<file path="src/rtl/snoop_dispatch.sv">
// snoop_dispatch
// Round-robin dispatcher between the packet snooper and N packetfilter cores.
// The snooper sees a single rdy_for_sn / rdy_for_sn_ack handshake; behind it
// one ready core is chosen per packet and owns the write and done strobes
// until the packet's done pulse. Writes that arrive while no core owns the
// bus are dropped and counted in a saturating counter.
//
// Ports:
//   clk, rst                  clock, asynchronous active-low reset
//   sn_addr/sn_wr_data/...    snooper write side (addr, data, wr_en, byte_inc, done)
//   rdy_for_sn, rdy_for_sn_ack  logical offer / accept handshake to the snooper
//   core_rdy_for_sn           per-core ready inputs
//   core_rdy_for_sn_ack       per-core accept pulse (one-hot or zero)
//   core_sn_addr/wr_data/byte_inc  broadcast copies of the snooper buses
//   core_sn_wr_en/core_sn_done     gated strobes (one-hot or zero)
//   core_sel                  index of the currently selected core
//   drop_cnt                  saturating count of writes with no owner
module snoop_dispatch #(
    parameter int N_CORES            = 4,
    parameter int PACKMEM_ADDR_WIDTH = 8,
    parameter int PACKMEM_DATA_WIDTH = 64,
    parameter int INC_WIDTH          = 4,
    parameter int SEL_WIDTH          = 2
) (
    input  logic                          clk,
    input  logic                          rst,
    input  logic [PACKMEM_ADDR_WIDTH-1:0] sn_addr,
    input  logic [PACKMEM_DATA_WIDTH-1:0] sn_wr_data,
    input  logic                          sn_wr_en,
    input  logic [INC_WIDTH-1:0]          sn_byte_inc,
    input  logic                          sn_done,
    output logic                          rdy_for_sn,
    input  logic                          rdy_for_sn_ack,
    input  logic [N_CORES-1:0]            core_rdy_for_sn,
    output logic [N_CORES-1:0]            core_rdy_for_sn_ack,
    output logic [PACKMEM_ADDR_WIDTH-1:0] core_sn_addr,
    output logic [PACKMEM_DATA_WIDTH-1:0] core_sn_wr_data,
    output logic [INC_WIDTH-1:0]          core_sn_byte_inc,
    output logic [N_CORES-1:0]            core_sn_wr_en,
    output logic [N_CORES-1:0]            core_sn_done,
    output logic [SEL_WIDTH-1:0]          core_sel,
    output logic [15:0]                   drop_cnt
);

    typedef enum logic [1:0] {
        ST_IDLE  = 2'd0,
        ST_OFFER = 2'd1,
        ST_BUSY  = 2'd2
    } state_t;

    state_t                 state_r, state_s;
    logic [SEL_WIDTH-1:0]   rr_ptr_r, rr_ptr_s;
    logic [SEL_WIDTH-1:0]   core_sel_r, core_sel_s;
    logic [SEL_WIDTH-1:0]   hi_pick_s, lo_pick_s, pick_s, rr_after_s;
    logic                   hi_found_s;
    logic [N_CORES-1:0]     sel_oh_s;
    logic                   sel_rdy_s;
    logic [15:0]            drop_cnt_r;

    // Round-robin search: lowest ready index at or above rr_ptr, else lowest ready
    // index overall (the wrap-around part). Descending loops leave the lowest match.
    always_comb begin
        hi_pick_s  = {SEL_WIDTH{1'b0}};
        lo_pick_s  = {SEL_WIDTH{1'b0}};
        hi_found_s = 1'b0;
        for (int j = N_CORES - 1; j >= 0; j--) begin
            if (core_rdy_for_sn[j] && (j >= int'(rr_ptr_r))) begin
                hi_pick_s  = SEL_WIDTH'(j);
                hi_found_s = 1'b1;
            end else begin
                hi_found_s = hi_found_s;
            end
            if (core_rdy_for_sn[j]) begin
                lo_pick_s = SEL_WIDTH'(j);
            end else begin
                lo_pick_s = lo_pick_s;
            end
        end
        if (hi_found_s) begin
            pick_s = hi_pick_s;
        end else begin
            pick_s = lo_pick_s;
        end
    end

    // One-hot decode of the selected core; also used to read its ready bit
    // without a variable-width index.
    always_comb begin
        sel_oh_s = {N_CORES{1'b0}};
        for (int j = 0; j < N_CORES; j++) begin
            sel_oh_s[j] = (core_sel_r == SEL_WIDTH'(j));
        end
        sel_rdy_s = |(core_rdy_for_sn & sel_oh_s);
    end

    // Pointer value after the current packet; wraps at N_CORES-1 so unused
    // indices of a non-power-of-two core count are never visited.
    always_comb begin
        if (core_sel_r == SEL_WIDTH'(N_CORES - 1)) begin
            rr_after_s = {SEL_WIDTH{1'b0}};
        end else begin
            rr_after_s = core_sel_r + SEL_WIDTH'(1);
        end
    end

    // Next-state logic and the combinational ack / gating outputs.
    always_comb begin
        state_s             = state_r;
        rr_ptr_s            = rr_ptr_r;
        core_sel_s          = core_sel_r;
        rdy_for_sn          = 1'b0;
        core_rdy_for_sn_ack = {N_CORES{1'b0}};
        core_sn_wr_en       = {N_CORES{1'b0}};
        core_sn_done        = {N_CORES{1'b0}};
        case (state_r)
            ST_IDLE: begin
                if (|core_rdy_for_sn) begin
                    core_sel_s = pick_s;
                    state_s    = ST_OFFER;
                end else begin
                    state_s    = ST_IDLE;
                end
            end
            ST_OFFER: begin
                rdy_for_sn = sel_rdy_s;
                if (!sel_rdy_s) begin
                    // Offer withdrawn by the core: reselect from IDLE.
                    state_s = ST_IDLE;
                end else if (rdy_for_sn_ack) begin
                    core_rdy_for_sn_ack = sel_oh_s;
                    state_s             = ST_BUSY;
                end else begin
                    state_s = ST_OFFER;
                end
            end
            ST_BUSY: begin
                core_sn_wr_en = sn_wr_en ? sel_oh_s : {N_CORES{1'b0}};
                core_sn_done  = sn_done  ? sel_oh_s : {N_CORES{1'b0}};
                if (sn_done) begin
                    state_s  = ST_IDLE;
                    rr_ptr_s = rr_after_s;
                end else begin
                    state_s  = ST_BUSY;
                end
            end
            default: begin
                state_s = ST_IDLE;
            end
        endcase
    end

    // FSM state, round-robin pointer and selected core registers.
    always_ff @(posedge clk or negedge rst) begin
        if (!rst) begin
            state_r    <= ST_IDLE;
            rr_ptr_r   <= {SEL_WIDTH{1'b0}};
            core_sel_r <= {SEL_WIDTH{1'b0}};
        end else begin
            state_r    <= state_s;
            rr_ptr_r   <= rr_ptr_s;
            core_sel_r <= core_sel_s;
        end
    end

    // Saturating count of writes seen while no core owns the bus.
    always_ff @(posedge clk or negedge rst) begin
        if (!rst) begin
            drop_cnt_r <= 16'h0000;
        end else if (sn_wr_en && (state_r != ST_BUSY) && (drop_cnt_r != 16'hFFFF)) begin
            drop_cnt_r <= drop_cnt_r + 16'h0001;
        end else begin
            drop_cnt_r <= drop_cnt_r;
        end
    end

    assign core_sn_addr     = sn_addr;
    assign core_sn_wr_data  = sn_wr_data;
    assign core_sn_byte_inc = sn_byte_inc;
    assign core_sel         = core_sel_r;
    assign drop_cnt         = drop_cnt_r;

endmodule
</file>
<file path="config.mk">
export PLATFORM = sky130hd
export DESIGN_NAME = snoop_dispatch
export DESIGN_NICKNAME = d
export VERILOG_FILES = /design/src/rtl/snoop_dispatch.sv
export SDC_FILE = /design/constraint.sdc
export NUM_CORES = 1
export LEC_CHECK = 0
export BUFFER_PORTS_ARGS = -buffer_cell sky130_fd_sc_hd__buf_2
export CAP_MARGIN = 20
export CORE_MARGIN = 3
export CORE_UTILIZATION = 33
export DETAILED_ROUTE_END_ITERATION = 16
export PLACE_DENSITY_LB_ADDON = 0.08
export SLEW_MARGIN = 15
export SYNTH_ARGS = -nofsm -noshare
export SYNTH_HDL_FRONTEND = slang
export SYNTH_SLANG_ARGS = --single-unit
</file>
<file path="constraint.sdc">
create_clock -name clk -period 1.6 [get_ports clk]
set_clock_uncertainty 0.05 [all_clocks]
set_input_delay 0.32 -clock clk [delete_from_list [all_inputs] [get_ports clk]]
set_output_delay 0.32 -clock clk [all_outputs]
set_load 0.02 [all_outputs]
</file>
# Yosys cells after proc, flatten, opt, wreduce, memory -nomap -nowiden
# Index checks and enable logic that the tools add are counted.
dict set report classes {
  add_sub_neg 2
  n_lt_le_gt_ge 3
  n_eq_ne 7
  mux 26
  bitwise_logic 1
  reduce_logical 11
}
# cell n
set ops {}
lappend ops {{2-to-1 mux 4 bit} 7}
lappend ops {{2-to-1 mux 2 bit} 12}
lappend ops {{adder 16 x 1 -> 16 bit, second input constant} 1}
lappend ops {{!= test 16 bit, second input constant} 1}
lappend ops {{OR reduction 4 bit} 2}
lappend ops {{equality test 2 bit, second input constant} 3}
lappend ops {{2-to-1 mux 1 bit} 6}
lappend ops {{case mux 2 bit (3 select lines)} 1}
lappend ops {{logical AND 1 bit} 5}
lappend ops {{bitwise AND 4 bit} 1}
lappend ops {{equality test 2 x 1 -> 1 bit, second input constant} 2}
lappend ops {{>= comparator 1 x 2 -> 1 bit, first input constant} 2}
lappend ops {{zero test 2 bit} 2}
lappend ops {{AND reduction 2 bit} 2}
lappend ops {{adder 2 x 1 -> 2 bit, second input constant} 1}
lappend ops {{>= comparator 2 bit, first input constant} 1}
lappend ops {{!= test 2 bit, second input constant} 1}
dict set report word_totals {
  ff_bits 22
  output_inout_bits 107
}

# Longest topological paths before layout
# Gate-level depths: netlist (run 1).
dict set report depth {
  ltp_word 6
  depth_mapped 6
  depth_no_buf 6
}

# Worst setup path before layout (run 1)
# No wires, ideal clock.
dict set report synth_path {
  path_kind {register to output}
  start {register core_sel_r[0] (netlist: core_sel[0])}
  end {output core_rdy_for_sn_ack[0]}
  arrival_ps 1737
  slack_ps -507
  path_stages_with_launch 6
  n_path_buf 0
  cell_sequence {dfrtp_1 inv_1 ha_1 a22oi_1 a21oi_1 and3_1}
}
dict set report synth_via {
  elab_chain_len 5
}
# item line_no
set synth_rtl {}
lappend synth_rtl {{start: declaration} 53} ;# logic [SEL_WIDTH-1:0] core_sel_r, core_sel_s;
lappend synth_rtl {{start signal: assignment} 157} ;# core_sel_r <= {SEL_WIDTH{1'b0}};
lappend synth_rtl {{start signal: assignment} 161} ;# core_sel_r <= core_sel_s;
lappend synth_rtl {{equality test 2 x 1 -> 1 bit (tied with other cells)} 91} ;# sel_oh_s[j] = (core_sel_r == SEL_WIDTH'(j));
lappend synth_rtl {{bitwise AND 4 bit} 93} ;# sel_rdy_s = |(core_rdy_for_sn & sel_oh_s);
lappend synth_rtl {{OR reduction 4 bit} 93}
lappend synth_rtl {{2-to-1 mux 4 bit *} 126} ;# if (!sel_rdy_s) begin
lappend synth_rtl {{2-to-1 mux 4 bit *} 115} ;# case (state_r)
lappend synth_rtl {{end: declaration} 35} ;# output logic [N_CORES-1:0] core_rdy_for_sn_ack,
# Every way passes the cells marked *; elsewhere a longest branch is shown, timed or not.

# Worst setup path after layout (run 1)
dict set report layout_path {
  start {register core_sel_r[1] (netlist: core_sel[1])}
  end {output core_rdy_for_sn_ack[3]}
}
# The elaborated chain is that of the path after synthesis.

==> results.py, run 1 <==
metrics = {
    "synthesis": {
        "yosys_warnings": 0,
        "ys_seq_elements": 22,
        "yosysSeqAreaShare": 0.291,
        "syn_nets": 294,
        "ys_types": 36,
        "synth_area_per_cell_sq_um": 9.27,
        "syn-instance-count": 204,
        "synth_area_sq_um": 1890,
    },
    "clocking": {
        "cts_max_path_buffers": 2,
        "clk_latency_ns": 0.26,
        "cts_buffers": 3,
        "cts_sinks": 22,
        "cts_tree": "yes",
        "clock-root-buffer": "clkbuf_8",
        "clkTransAtPathRegs_ns": 0.07,
        "htree_levels": 1,
    },
    "die": {
        "ios": 192,
        "rows": 26,
        "start_util": 0.354,
        "coreArea_sq_um": 5340,
        "die_h_um": 81.7,
        "die_area_sq_um": 6670,
        "die_w_um": 81.7,
    },
    "timing": {
        "fin_crit_sh": 1.21,
        "hold_viol": 0,
        "slew_headroom": 0.657,
        "finalSetupTns_ns": -2.69,
        "worst_hold_slack_ns": 0.276,
        "finalCriticalPeriod_ns": 1.94,
        "tightest_slew_ns": 0.514,
        "setup_ws_ns": -0.341,
        "timing.fmax_ghz": 0.515,
        "setup_viol": 20,
        "rsz0062_at_grt": "true",
        "report.final.slew_viol_count": 0,
    },
    "min_path": {
        "holdCritStartpoint": "rdy_for_sn_ack",
        "worstHoldEndpoint": "state_r[0]$_DFF_PN0_",
        "holdPathStages": 2,
        "worstHoldPathType": "in -> reg",
    },
    "global_route": {
        "track_usage": 0.157,
        "grt_pass1_wl_um": 7870,
        "grt_max_degree": 23,
        "grt_overflow_total": 0,
        "antenna_found_initial": 0,
        "grt_pass1_vias": 1479,
    },
    "power_and_ir_drop": {
        "power_uw": 3340,
        "power.density_nw_per_um2": 1370,
        "ir_drop_uv": 677,
        "power.internal_uw": 1980,
        "swShare": 0.406,
        "clkPwrFrac": 0.118,
        "p_switching_uw": 1360,
        "power_leakage_uw": 0.00113,
        "p_seq_frac": 0.297,
        "p_comb_frac": 0.585,
    },
    "worst_setup_path": {
        "regToRegEndpoint": "drop_cnt[12]$_DFFE_PN0P_",
        "reg2reg_depth": 5,
        "start_kind": "flip-flop",
        "worstPathRequired_ns": 1.23,
        "cp-end-kind": "output pin",
        "ff2ff_setup_slack_ns": -0.07,
        "cp.arrival_ns": 1.57,
        "path_class": "reg -> out",
        "critPathMaxFanout": 6,
        "rr_startpoint": "drop_cnt[7]$_DFFE_PN0P_",
    },
    "detailed_routing": {
        "wl_um": 5310,
        "drt_iter0_markers": 13,
        "ant_nets": 0,
        "vias_per_cell": 4.95,
        "vias": 1431,
        "drt_first_pass_iters": 4,
        "wl_per_cell_um": 18.4,
        "drc": 0,
    },
    "job": {
        "maxCapViolCount": 0,
    },
    "finish": {
        "multi_input_area_sq_um": 1030,
        "ff_latch_area_sq_um": 569,
        "syn2layout_area_growth_pct": 29.1,
        "diodes": 0,
        "filler_cell_count": 520,
        "final_layout_size_suffix_gt1_frac": 0.699,
        "finish.utilization": 0.458,
        "stdcell_area_sq_um": 2440,
        "fin_nets": 310,
    },
    "place": {
        "placed_area_sq_um": 2020,
        "hpwlAfterDp_um": 4130,
        "place_congestion": 0.788,
        "numPortBuffers": 39,
    },
    "outcome": {
        "violations": "negative setup slack",
        "status": "finished, violations left",
    },
}
-- metal layers --
layer,part of all wire,vias up,GRT usage
li1,-,649,-
met1,0.31,654,0.152
met2,0.51,72,0.275
met3,0.11,56,0.0614
met4,0.065,0,0.106
met5,0,-,0
-- kinds of logic (layout without fill, tap and decap cells) --
| logic type | count (synthesis) | count (layout) | synth area share |
|---|---|---|---|
| multiplexers | 5 | 5 | 0.0311 |
| AND/OR/NAND/NOR | 62 | 62 | 0.212 |
| buffers and inverters | 83 | 98 | 0.320 |
| XOR/XNOR | 13 | 13 | 0.0602 |
| adder cells (fa/ha/maj) | 5 | 5 | 0.0331 |
| AO/OA/AOI/OAI | 14 | 14 | 0.0529 |
| flip-flops | 22 | 22 | 0.291 |
-- synthesized netlist by cell type --
master,count,area [sq um]
buf_4,76,571
dfrtp_1,22,551
and3_1,13,81.3
xor2_1,13,114
nand2_1,8,30.0
nand2b_1,6,37.5
nor3_1,6,30.0
nor4_1,6,37.5
ha_1,5,62.6
inv_1,5,18.8
nand3_1,5,25.0
nor2_1,4,15.0
a22oi_1,3,22.5
mux2_2,3,33.8
nand4_1,3,18.8
a21oi_1,2,10.0
nor3b_1,2,15.0
nor4b_2,2,30.0
o21ai_0,2,10.0
o31ai_1,2,15.0
a211o_1,1,8.76
a21boi_0,1,7.51
buf_6,1,11.3
clkbuf_1,1,3.75
mux2_4,1,15.0
mux2i_1,1,10.0
nand3_2,1,10.0
nand4_4,1,21.3
nor2_2,1,6.26
nor2b_1,1,6.26
nor4_4,1,21.3
o21bai_1,1,7.51
o311a_1,1,10.0
o31a_1,1,8.76
or2_2,1,6.26
or3b_1,1,8.76
-- power groups by stage --
stage	combinational [uW]	clock, uW	sequential [uW]
after floorplan	1010	0	1170
after detailed placement	1690	0	971
after global routing	2120	436	1020
after CTS	1890	422	985
final	1950	396	991
after global placement	1690	0	956
-- worst max-delay path: stages, from the launching register on --
cell and delay, ns:
dfrtp_2 0.47, inv_4 0.10, ha_4 0.13, a22oi_2 0.08, a21oi_4 0.21, and3_4 0.22, buf_6 0.11
-- worst max-delay path by stage --
stage | start | endpoint | slack (ns) | cells past startpoint
2_1_floorplan | core_sel[1]$_DFFE_PN0N_ | core_rdy_for_sn_ack[0] | -0.13 | 5
3_3_place_gp | state_r[1]$_DFF_PN0_ | drop_cnt[7]$_DFFE_PN0P_ | -0.09 | 5
3_5_place_dp | state_r[1]$_DFF_PN0_ | drop_cnt[7]$_DFFE_PN0P_ | -0.14 | 5
4_1_cts | core_sel[0]$_DFFE_PN0N_ | core_rdy_for_sn_ack[1] | -0.34 | 5
5_1_grt | core_sel[1]$_DFFE_PN0N_ | core_rdy_for_sn_ack[3] | -0.43 | 6
6_report | core_sel[1]$_DFFE_PN0N_ | core_rdy_for_sn_ack[3] | -0.34 | 6
-- registers in the layout (all words and copies together) (netlist names) --
| signal | count |
|---|---|
| core_sel | 2 |
| state_r | 2 |
| rr_ptr_r | 2 |
| drop_cnt | 16 |
-- through the flow --
step                      worst slack, ns  cells
after CTS                          -0.339    280
after floorplan                    -0.131    204
after global placement            -0.0941    272
final                              -0.341    289
after detailed placement           -0.139    272
after global routing               -0.425    289
-- layout by cell type (no fill, tap or decap), types with 2 or more instances in the layout --
master	n
a22oi_2	3
and3_1	3
and3_4	10
buf_2	29
buf_4	41
buf_6	17
clkbuf_8	4
dfrtp_1	7
dfrtp_2	15
ha_4	4
inv_1	3
inv_4	2
mux2_4	3
nand2_1	8
nand2b_1	5
nand3_1	5
nand4_1	3
nor2_1	4
nor3_1	2
nor3_2	3
nor3b_1	2
nor4_4	7
o21ai_0	2
o31ai_1	2
xor2_1	13
-- repair_timing --
item / 4_1_cts / 5_1_grt
pin swaps: 11 / 10
setup endpoints to repair: 23 / 28
buffers inserted: 5 / 11
hold buffers: 1 / 0
gates cloned: 0 / 0
hold endpoints to repair: 22 / 0
resized for setup: 50 / 9
-- final cells by class --
cell class	count	share of cell area
clock buffers	4	0.0226
multi-input cells	99	0.422
repair buffers	89	0.276
flip-flops and latches	22	0.233
well taps	70	0.0359
inverters	5	0.00974
No activity file was read; power rests on OpenSTA's default activity.
==> inputs of run 2 (changes only) <==
--- a/config.mk
+++ b/config.mk
@@ -5,10 +5,11 @@
 export SDC_FILE = /design/constraint.sdc
 export NUM_CORES = 1
 export LEC_CHECK = 0
+export ABC_AREA = 1
 export BUFFER_PORTS_ARGS = -buffer_cell sky130_fd_sc_hd__buf_2
 export CAP_MARGIN = 20
 export CORE_MARGIN = 3
-export CORE_UTILIZATION = 33
+export CORE_UTILIZATION = 34
 export DETAILED_ROUTE_END_ITERATION = 16
 export PLACE_DENSITY_LB_ADDON = 0.08
 export SLEW_MARGIN = 15
==> run 2 against run 1 <==
The flow still finishes with violations (negative setup slack). Total power rose by 3.4%. Register-to-register slack improved by 0.17 ns. Flip-flop and latch count did not move. Via count rose by 17%. Final area fell by 1.4%.
==> results.py, run 2 <==
metrics = {
    "clocking": {
        "clkTransAtPathRegs_ns": 0.09,
        "cts_max_path_buffers": 2,
        "clk_latency_ns": 0.27,
        "htree_levels": 1,
        "cts_buffers": 3,
        "cts_tree": "yes",
        "clock-root-buffer": "clkbuf_8",
        "cts_sinks": 22,
    },
    "finish": {
        "final_layout_size_suffix_gt1_frac": 0.368,
        "diodes": 0,
        "final_common_cell": "nand2_1",
        "filler_cell_count": 616,
        "stdcell_area_sq_um": 2410,
        "syn2layout_area_growth_pct": 14.7,
        "fin_nets": 387,
        "layout_common_cells": "nand2_1 (73), buf_2 (27), inv_1 (26)",
        "largest_reg_flops": 16,
        "fin_cells": 368,
    },
    "synthesis": {
        "synth_area_sq_um": 2100,
        "syn_nets": 396,
        "synth_area_per_cell_sq_um": 6.86,
        "syn-instance-count": 306,
        "synth_common_cells": "buf_4 (77), nand2_1 (74), inv_1 (34), nor2_1 (33), dfrtp_1 (22)",
        "yosysMostFrequentCell": "buf_4",
        "synthFlopType": "dfrtp_1",
        "ys_types": 22,
        "yosys_warnings": 0,
        "synth_top_area_cell": "buf_4",
        "synthTopCellsByArea": "buf_4 (28%), dfrtp_1 (26%), nand2_1 (13%)",
        "ys_seq_elements": 22,
        "synth-edff-count": 0,
        "yosysSeqAreaShare": 0.262,
        "synth_top_area_share": 0.275,
        "async_flop_share": 1.00,
    },
    "place": {
        "placed_area_sq_um": 2060,
        "place_congestion": 0.749,
        "post-place-cells": 359,
        "preCtsSetupSlack_ns": -0.135,
        "numPortBuffers": 39,
        "hpwlAfterDp_um": 3520,
    },
    "global_route": {
        "grt_pass1_wl_um": 7680,
        "grt_overflow_total": 0,
        "grt_max_degree": 23,
        "antenna_found_initial": 0,
        "grt_pass1_vias": 1592,
        "track_usage": 0.130,
    },
    "timing": {
        "slew_headroom": 0.658,
        "setup_ws_ns": -0.361,
        "hold_viol": 0,
        "rsz0062_at_grt": "true",
        "setup_viol": 13,
        "timing.fmax_ghz": 0.510,
        "finalCriticalPeriod_ns": 1.96,
        "report.final.slew_viol_count": 0,
        "tightest_slew_ns": 0.513,
        "fin_crit_sh": 1.23,
    },
    "die": {
        "coreArea_sq_um": 5740,
        "start_util": 0.365,
        "ios": 192,
        "rows": 27,
        "die_w_um": 84.6,
        "die_h_um": 84.6,
        "die_area_sq_um": 7150,
    },
    "worst_setup_path": {
        "worstPathRequired_ns": 1.23,
        "path_class": "reg -> out",
        "start_kind": "flip-flop",
        "cp.arrival_ns": 1.59,
        "cp-end-kind": "output pin",
        "critPathMaxFanout": 5,
    },
    "outcome": {
        "violations": "negative setup slack",
        "status": "finished, violations left",
    },
    "power_and_ir_drop": {
        "power.density_nw_per_um2": 1430,
        "power_leakage_uw": 0.00117,
        "ir_drop_uv": 701,
        "power_uw": 3450,
    },
    "detailed_routing": {
        "dr_wl_met2_um": 2220,
        "ant_nets": 0,
        "drt_iter0_markers": 26,
        "top_layer": "met4",
        "met1_length_um": 1990,
        "vias": 1668,
        "wl_um": 4620,
        "drc": 0,
        "wl_per_cell_um": 12.5,
        "wl_met3_um": 325,
        "drt_first_pass_iters": 4,
        "vias_per_cell": 4.53,
    },
    "min_path": {
        "worstHoldPathType": "in -> reg",
    },
    "job": {
        "maxCapViolCount": 0,
    },
}
run 2: logic make-up after synthesis:
group,count (synthesis),share of synthesized area
AND/OR/NAND/NOR,142,0.287
XOR/XNOR,8,0.0334
flip-flops,22,0.262
adder cells (fa/ha/maj),5,0.0298
AO/OA/AOI/OAI,16,0.0435
buffers and inverters,113,0.344
run 2: worst paths after layout:
path | start | to | slack (ns) | cells past startpoint
worst max-delay path | core_sel[0]$_DFFE_PN0N_ | rdy_for_sn | -0.36 | 7
worst min-delay path | sn_done | state_r[1]$_DFF_PN0_ | 0.28 | 4
worst max register to register | core_sel[0]$_DFFE_PN0N_ | state_r[1]$_DFF_PN0_ | 0.10 | 10
worst min register to register | rr_ptr_r[0]$_DFFE_PN0P_ | rr_ptr_r[0]$_DFFE_PN0P_ | 0.49 | 2
max in group asynchronous | rst | core_sel[1]$_DFFE_PN0N_ | 0.62 | 2
min in group asynchronous | rst | drop_cnt[7]$_DFFE_PN0P_ | 0.50 | 2
run 2: layout make-up:
cell class | count | area (sq um) | area share
Multi-Input combinational cell | 171 | 1060 | 0.441
Tap cell | 72 | 90.1 | 0.0374
Clock buffer | 3 | 41.3 | 0.0172
Timing Repair Buffer | 65 | 487 | 0.202
Sequential cell | 22 | 553 | 0.230
Inverter | 34 | 145 | 0.0603
Clock inverter | 1 | 30.0 | 0.0125
run 2: through the flow:
step	setup TNS [ns]	hold WS, ns	util
after global placement	-0.466	0.281	0.359
final	-2.64	0.284	0.419
after global routing	-3.75	0.313	0.419
after floorplan	-0.159	-0.0256	-
after CTS	-2.90	0.267	0.402
after detailed placement	-0.578	0.284	0.359
run 2: power breakdown:
group	internal [uW]	switching (uW)
clock	334	194
combinational	845	1160
sequential	724	201
run 2: worst max-delay path, stage by stage, from the launching register on:
cell,delay [ns]
dfrtp_2,0.47
inv_4,0.07
ha_4,0.17
inv_4,0.06
o22ai_4,0.07
nor2_4,0.28
nor2_2,0.05
buf_2,0.16
run 2: repair_timing:
| item | 4_1_cts | 5_1_grt |
|---|---|---|
| resized for setup | 42 | 28 |
| endpoints found under the setup margin | 13 | 25 |
| hold buffers | 1 | 0 |
| setup buffers | 7 | 2 |
| pin swaps | 12 | 9 |
| endpoints found under the hold margin | 22 | 0 |
run 2: routing by layer:
metal,track usage,up-vias
met5,0,-
met4,0.0432,0
met3,0.0324,21
met2,0.216,69
met1,0.165,727
li1,-,851
